### config.mk
export PLATFORM = sky130hd
export DESIGN_NAME = bcd_display_driver
export DESIGN_NICKNAME = d
export VERILOG_FILES = /design/src/rtl/bcd_display_driver.sv
export SDC_FILE = /design/constraint.sdc
export NUM_CORES = 1
export LEC_CHECK = 0
export BUFFER_PORTS_ARGS = -buffer_cell sky130_fd_sc_hd__buf_4
export CAP_MARGIN = 10
export CORE_UTILIZATION = 40
export DETAILED_ROUTE_END_ITERATION = 12
export PLACE_DENSITY = 0.6
export SETUP_SLACK_MARGIN = 0.1
export SLEW_MARGIN = 10
export SYNTH_ARGS = -nofsm -noshare
export SYNTH_HDL_FRONTEND = slang
export SYNTH_SLANG_ARGS = --single-unit
### constraint.sdc
create_clock -name i_Clock -period 1.72 [get_ports i_Clock]
set_input_delay 0.086 -clock i_Clock [delete_from_list [all_inputs] [get_ports i_Clock]]
set_output_delay 0.086 -clock i_Clock [all_outputs]
set_load 0.01 [all_outputs]
### src/rtl/bcd_display_driver.sv
// Stability-filtered BCD latch driving a multiplexed, active-low seven-segment display.
// The filter hides transient converter output; the scanner walks one digit per slot.
module bcd_display_driver #(
    parameter int DECIMAL_DIGITS = 2,
    parameter int STABLE_CYCLES  = 16,
    parameter int SCAN_CYCLES    = 25000
) (
    input  logic                          i_Clock,
    input  logic                          i_Rst_L,
    input  logic [DECIMAL_DIGITS*4-1:0]   i_BCD,
    input  logic                          i_Blank_Zeros,
    output logic [6:0]                    o_Segment,
    output logic [DECIMAL_DIGITS-1:0]     o_Digit_En,
    output logic                          o_Updated
);

    localparam int BW = DECIMAL_DIGITS * 4;
    localparam int NW = $clog2(STABLE_CYCLES + 1);
    localparam int SW = $clog2(SCAN_CYCLES);
    localparam int KW = (DECIMAL_DIGITS > 1) ? $clog2(DECIMAL_DIGITS) : 1;

    localparam logic [NW-1:0] N_MAX  = NW'(STABLE_CYCLES);
    localparam logic [NW-1:0] N_LAST = NW'(STABLE_CYCLES - 1);
    localparam logic [SW-1:0] S_LAST = SW'(SCAN_CYCLES - 1);
    localparam logic [KW-1:0] K_LAST = KW'(DECIMAL_DIGITS - 1);

    logic [BW-1:0]             cand_q, cand_d;
    logic [BW-1:0]             disp_q, disp_d;
    logic [NW-1:0]             cnt_q, cnt_d;
    logic                      upd_q, upd_d;
    logic [SW-1:0]             slot_q, slot_d;
    logic [KW-1:0]             dig_q, dig_d;
    logic [6:0]                seg_q, seg_d;
    logic [DECIMAL_DIGITS-1:0] en_q, en_d;

    logic [3:0] cur_digit;
    logic       upper_nz;

    function automatic logic [6:0] seg_decode(input logic [3:0] v);
        case (v)
            4'd0:    seg_decode = 7'b0000001;
            4'd1:    seg_decode = 7'b1001111;
            4'd2:    seg_decode = 7'b0010010;
            4'd3:    seg_decode = 7'b0000110;
            4'd4:    seg_decode = 7'b1001100;
            4'd5:    seg_decode = 7'b0100100;
            4'd6:    seg_decode = 7'b0100000;
            4'd7:    seg_decode = 7'b0001111;
            4'd8:    seg_decode = 7'b0000000;
            4'd9:    seg_decode = 7'b0000100;
            default: seg_decode = 7'b1111110;
        endcase
    endfunction

    always_comb begin
        cand_d = cand_q;
        cnt_d  = cnt_q;
        disp_d = disp_q;
        upd_d  = 1'b0;
        // Any change restarts the window; the counter parks at N_MAX once settled.
        if (i_BCD != cand_q) begin
            cand_d = i_BCD;
            cnt_d  = '0;
        end else if (cnt_q < N_MAX) begin
            cnt_d = cnt_q + NW'(1);
            if (cnt_q == N_LAST && cand_q != disp_q) begin
                disp_d = cand_q;
                upd_d  = 1'b1;
            end
        end

        slot_d = (slot_q == S_LAST) ? '0 : slot_q + SW'(1);
        dig_d  = dig_q;
        if (slot_q == S_LAST)
            dig_d = (dig_q == K_LAST) ? '0 : dig_q + KW'(1);

        // upper_nz: some digit at or above the active one is non-zero.
        cur_digit = 4'd0;
        upper_nz  = 1'b0;
        for (int j = 0; j < DECIMAL_DIGITS; j++) begin
            if (dig_q == KW'(j))
                cur_digit = disp_q[4*j +: 4];
            if (KW'(j) >= dig_q && disp_q[4*j +: 4] != 4'd0)
                upper_nz = 1'b1;
        end

        if (i_Blank_Zeros && dig_q != '0 && !upper_nz)
            seg_d = 7'b1111111;
        else
            seg_d = seg_decode(cur_digit);
        en_d = ~(DECIMAL_DIGITS'(1) << dig_q);
    end

    always_ff @(posedge i_Clock or negedge i_Rst_L) begin
        if (!i_Rst_L) begin
            cand_q <= '0;
            disp_q <= '0;
            cnt_q  <= '0;
            upd_q  <= 1'b0;
            slot_q <= '0;
            dig_q  <= '0;
            seg_q  <= 7'b1111111;
            en_q   <= '1;
        end else begin
            cand_q <= cand_d;
            disp_q <= disp_d;
            cnt_q  <= cnt_d;
            upd_q  <= upd_d;
            slot_q <= slot_d;
            dig_q  <= dig_d;
            seg_q  <= seg_d;
            en_q   <= en_d;
        end
    end

    assign o_Segment  = seg_q;
    assign o_Digit_En = en_q;
    assign o_Updated  = upd_q;

endmodule

# Word-level counts from Yosys, hierarchy flattened
# Memories as Yosys holds them, arrays and structs flattened.
# Index checks and enable logic that the tools add are counted.
dict set report word_totals {
  reg_bits 47
  mem_bits_ro 112
  input_bits 11
  output_inout_bits 10
  word_cells 43
  n_memories 1
}
# name words word_bits rd rd_ports_with_merged_regs write_ports line_no
set memory_table {}
lappend memory_table {{(name not given)} 16 7 1 0 0 40} ;# case (v)
dict set report op_classes {
  n_addsub 3
  magnitude_cmp 3
  eq_ne 4
  n_shift 1
  n_mux 11
  bitwise 2
  reduce_logical 10
}
# cell n
set ops {}
lappend ops {{8-bit != test} 2}
lappend ops {{15-bit by 1-bit adder with 15-bit output, second input constant} 1}
lappend ops {{15-bit equality test, second input constant} 1}
lappend ops {{15-bit 2-to-1 mux} 1}
lappend ops {{5-bit 2-to-1 mux} 2}
lappend ops {{4-bit nonzero test} 2}
lappend ops {{7-bit 2-to-1 mux} 1}
lappend ops {{1-bit 2-to-1 mux} 6}
lappend ops {{5-bit by 1-bit adder with 5-bit output, second input constant} 1}
lappend ops {{5-bit by 4-bit equality test with 1-bit output, second input constant} 1}
lappend ops {{1-bit logical AND} 5}
lappend ops {{5-bit less-than comparator, second input constant} 1}
lappend ops {{4-bit 2-to-1 mux} 1}
lappend ops {{3-bit AND reduction} 1}
lappend ops {{1-bit greater-or-equal comparator, first input constant} 2}
lappend ops {{2-bit inverter} 1}
lappend ops {{2-bit nonzero test} 1}
lappend ops {{1-bit by 1-bit left shift with 2-bit output, first input constant} 1}
lappend ops {{1-bit adder, second input constant} 1}
lappend ops {{1-bit logical NOT} 1}
lappend ops {{1-bit inverter} 1}

# Longest topological paths before layout
dict set report logic_depth {
  ltp_word 7
  mapped_depth 7
  depth_no_buf 6
}

# Worst setup path after synthesis
# OpenSTA, ideal clock, no wires.
dict set report synth_path {
  path_type {register to register}
  startpoint {reg cnt_q[0]}
  endpoint {reg disp_q[0]}
  setup_ns 0.125
  arrival_ns 1.573
  required_time_ns 1.595
  path_slack_ns 0.022
  stages_incl_launch_ff 8
  n_path_buf 1
  synth_period_minus_slack_ns 1.698
  path_cell_list {dfrtp_1 > ha_1 > and3_1 > ha_1 > nor2b_1 > o2111a_1 > buf_6 > mux2_4}
}
dict set report synth_via {
  elab_chain_len 3
  elab_cells_between_ends 4
  classes_between {order compare (1); eq/ne (1); reduce/logical (2)}
}
# element line_no
set synth_lines {}
lappend synth_lines {{from (decl)} 29} ;# logic [NW-1:0] cnt_q, cnt_d;
lappend synth_lines {{from (signal assigned)} 107} ;# cnt_q <= cnt_d;
lappend synth_lines {{parallel branches: the longest is 2 deep, another holds 5-bit less-than comparator} --}
lappend synth_lines {{3-bit AND reduction (no line) *} --}
lappend synth_lines {{to (signal assigned)} 106} ;# disp_q <= disp_d;
lappend synth_lines {{to (decl)} 28} ;# logic [BW-1:0] disp_q, disp_d;
# Mark *: on every way between the ends.
# A chain may end at the register's enable or synchronous reset.

# Final worst setup path
dict set report layout_path {
  startpoint {reg cnt_q[0]}
  endpoint {reg disp_q[5]}
}
# Same word-level chain as after synthesis.

==> results.py <==
metrics = {
    "status": {
        "status": "finished with violations",
        "violations": "negative setup slack",
    },
    "clock_network": {
        "cts_root_buffer": "clkbuf_8",
        "cts_tree": "built",
        "cts_sinks": 47,
        "path_clk_slew_ns": 0.08,
        "clk_latency_ns": 0.30,
        "htreeDepth": 2,
        "numCtsBuffers": 5,
        "max-clock-path-buffers": 2,
    },
    "placed_design": {
        "io_buffers": 20,
        "placed_cells": 287,
        "gp_congestion": 0.7295,
        "placement.cell_area_um2": 2594,
        "dpl.hpwl_um": 2629,
    },
    "worst_setup_path": {
        "crit_type": "register to register",
        "path_max_fanout": 9,
        "cpPeakStageDelay_ns": 0.37,
        "cpMaxStageDelayCell": "dfrtp_1",
        "crit_chain": "ha_2, and3_1, ha_1, nor2b_4, o2111a_1, buf_12, mux2_4",
        "cp-start-kind": "register",
        "crit_required_ns": 1.91,
        "end_kind": "register",
        "critPathArrivalTime_ns": 1.92,
    },
    "sta": {
        "hold_viol": 0,
        "setup_slack_ns": -0.01233,
        "grt_setup_unrepaired": "true",
        "relSlewSlack_pct": 62.98,
        "finalMaxSlewViolations": 0,
        "post-route-period-util_pct": 100.7,
        "fin_crit_ns": 1.732,
        "whs_ns": 0.04099,
        "setup_viol": 8,
        "skew_ns": 0.001565,
        "fin_tns_setup_ns": -0.05086,
        "tightest_slew_ns": 0.5553,
        "timing.fmax_ghz": 0.5773,
    },
    "detailed_routing": {
        "vias_per_cell": 4.757,
        "wl_per_cell_um": 12.37,
        "first_pass_iters": 4,
        "detail-route-antenna-nets": 0,
        "drc_errors": 0,
        "dr.first_iter.drc_count": 39,
        "vias": 1451,
        "wirelength_um": 3773,
    },
    "floorplan": {
        "die_y_um": 77.25,
        "ios": 21,
        "rows": 27,
        "die_x_um": 77.25,
        "initial_core_util_pct": 41.38,
        "die_area_um2": 5967,
        "core-area_um2": 5473,
    },
    "logic_synthesis": {
        "synth_warnings": 0,
        "synth-simple-area-share_pct": 14.48,
        "postSynthAreaPerCell_um2": 11.98,
        "synth_edf_count": 0,
        "ys_types": 38,
        "synth_top_family_by_area": "simple AND/OR/NAND/NOR gates",
        "synth_ff_type": "dfrtp_1",
        "synth_nets": 209,
        "synth_fa_ha_area_share_pct": 4.972,
        "synthCells": 189,
        "synthXorXnorAreaFrac_pct": 11.99,
        "synth-async-reset-ratio_pct": 100.0,
        "muxShareOfSynthArea_pct": 8.950,
        "ys_ff_latch": 47,
        "synth_compound_area_share_pct": 3.978,
        "synth_area_um2": 2265,
        "synth.yosys.seq_area_share_pct": 52.43,
    },
    "pwr": {
        "power.density_nw_per_um2": 721.2,
        "leakage_nw": 1.303,
        "vdd_ir_drop_max_mv": 0.6595,
    },
    "layout": {
        "n_fill_cell": 494,
        "num_antenna_cells": 0,
        "area_growth_pct": 25.86,
        "fin_area_um2": 2850,
        "final_util_pct": 52.08,
        "final_layout_size_suffix_gt1_share_pct": 33.91,
        "final_cells": 305,
        "nNetsFinal": 252,
    },
    "global_route": {
        "grt_pass1_vias": 1456,
        "grt_pass1_wl_um": 6768,
        "grt_use_total_pct": 14.67,
        "overflow": 0,
        "grt_max_degree": 48,
        "antenna_found_initial": 0,
    },
    "hold_path": {
        "hold_path_class": "primary input to register",
    },
    "flow_run": {
        "drv_cap": 0,
    },
}
[routing by layer]
metal  track usage (%)  part of all wire, %  up-vias
li1                  -                    -      722
met1             19.79                   47      698
met2             22.65                   47       24
met3             3.571                  3.5        7
met4             5.660                  2.0        0
met5                 0                    0        -
[synth_stat cells (all sizes together) (2+ instances only)]
library cell / instances / area [um2]
inv: 5 / 18.77
dfrtp: 38 / 950.9
xnor2: 13 / 113.9
buf: 3 / 23.77
nor2: 13 / 48.80
a21oi: 5 / 25.02
nand4: 7 / 65.06
nor2b: 3 / 18.77
nand2: 14 / 52.55
o21ai: 5 / 25.02
and3: 3 / 20.02
and2: 2 / 12.51
clkbuf: 8 / 30.03
nand3: 4 / 25.02
mux2i: 6 / 60.06
ha: 9 / 112.6
dfstp: 9 / 236.5
nor4: 4 / 37.53
xor2: 18 / 157.7
mux2: 10 / 142.6
[final cells by class]
class | count | area, um2 | share of cell area (%)
inverters | 5 | 18.77 | 0.6585
clock buffers | 6 | 82.58 | 2.897
flip-flops and latches | 47 | 1189 | 41.70
multi-input cells | 126 | 1035 | 36.30
repair buffers | 47 | 400.4 | 14.05
clock inverters | 2 | 35.03 | 1.229
well taps | 72 | 90.09 | 3.161
[report_power, final]
group,internal (mW),switching (mW)
Combinational,0.0533,0.0478
Clock,0.470,0.362
Sequential,1.11,0.00739
[stage by stage]
stage | power (mW) | setup slack (ns)
2_1_floorplan | 1.178 | 0.06840
3_3_place_gp | 1.231 | -0.01785
3_5_place_dp | 1.231 | -0.05749
4_1_cts | 2.089 | -0.03680
5_1_grt | 2.142 | -0.1104
6_report | 2.055 | -0.01233
[cells in the final DEF, fill, tap and decap left out, drive strengths merged]
cell type    instances
a21boi               1
a21oi                5
and2                 2
and3                 3
buf                 38
bufinv               1
clkbuf               6
clkinv               1
dfrtp               38
dfstp                9
dlygate4sd3          9
ha                   9
inv                  5
mux2                10
mux2i                6
nand2               14
nand3                4
nand3b               1
nand4                7
nor2                13
nor2b                3
nor3                 1
nor4                 4
nor4bb               1
o2111a               1
o21a                 1
o21ai                5
o22ai                1
o31ai                1
or3                  1
or4                  1
xnor2               13
xor2                18
[path summary, 6_finish.rpt]
check	slack (ns)	cells after the start	to	from
worst max-delay path	-0.01	7	disp_q[5]	cnt_q[0]
worst min-delay path	0.04	3	o_Segment[2]	i_Blank_Zeros
worst max register to register	-0.01	7	disp_q[5]	cnt_q[0]
worst min register to register	0.49	0	o_Digit_En[0]	dig_q
max in group asynchronous	1.00	2	dig_q	i_Rst_L
min in group asynchronous	0.32	2	slot_q[14]	i_Rst_L
[state kept, by name (all words and copies together) (netlist names)]
signal,count
o_Updated,1
dig_q,1
slot_q,15
o_Segment,7
o_Digit_En,2
cnt_q,5
disp_q,8
cand_q,8
[worst max-delay path, delay by kind of cell, from the launching register on]
| kind | cells | cell delay, ns |
|---|---|---|
| flip-flops | 1 | 0.37 |
| adder cells (fa/ha/maj) | 2 | 0.31 |
| multiplexers | 1 | 0.30 |
| AND/OR/NAND/NOR | 2 | 0.28 |
| AO/OA/AOI/OAI | 1 | 0.22 |
| buffers and inverters | 1 | 0.15 |
[logic make-up (layout without fill, tap and decap cells)]
| family | Yosys count | in the layout |
|---|---|---|
| XOR/XNOR | 31 | 31 |
| adder cells (fa/ha/maj) | 9 | 9 |
| AND/OR/NAND/NOR | 55 | 55 |
| buffers and inverters | 16 | 60 |
| AO/OA/AOI/OAI | 15 | 15 |
| flip-flops | 47 | 47 |
| multiplexers | 16 | 16 |
[what timing repair did]
| action | 4_1_cts | 5_1_grt |
|---|---|---|
| setup buffers | 0 | 1 |
| endpoints found under the hold margin | 46 | 0 |
| pin swaps | 0 | 2 |
| hold buffers | 9 | 0 |
| gates resized for setup | 2 | 7 |
| setup endpoints to repair | 8 | 22 |
Power figures use the tool's default switching activity.
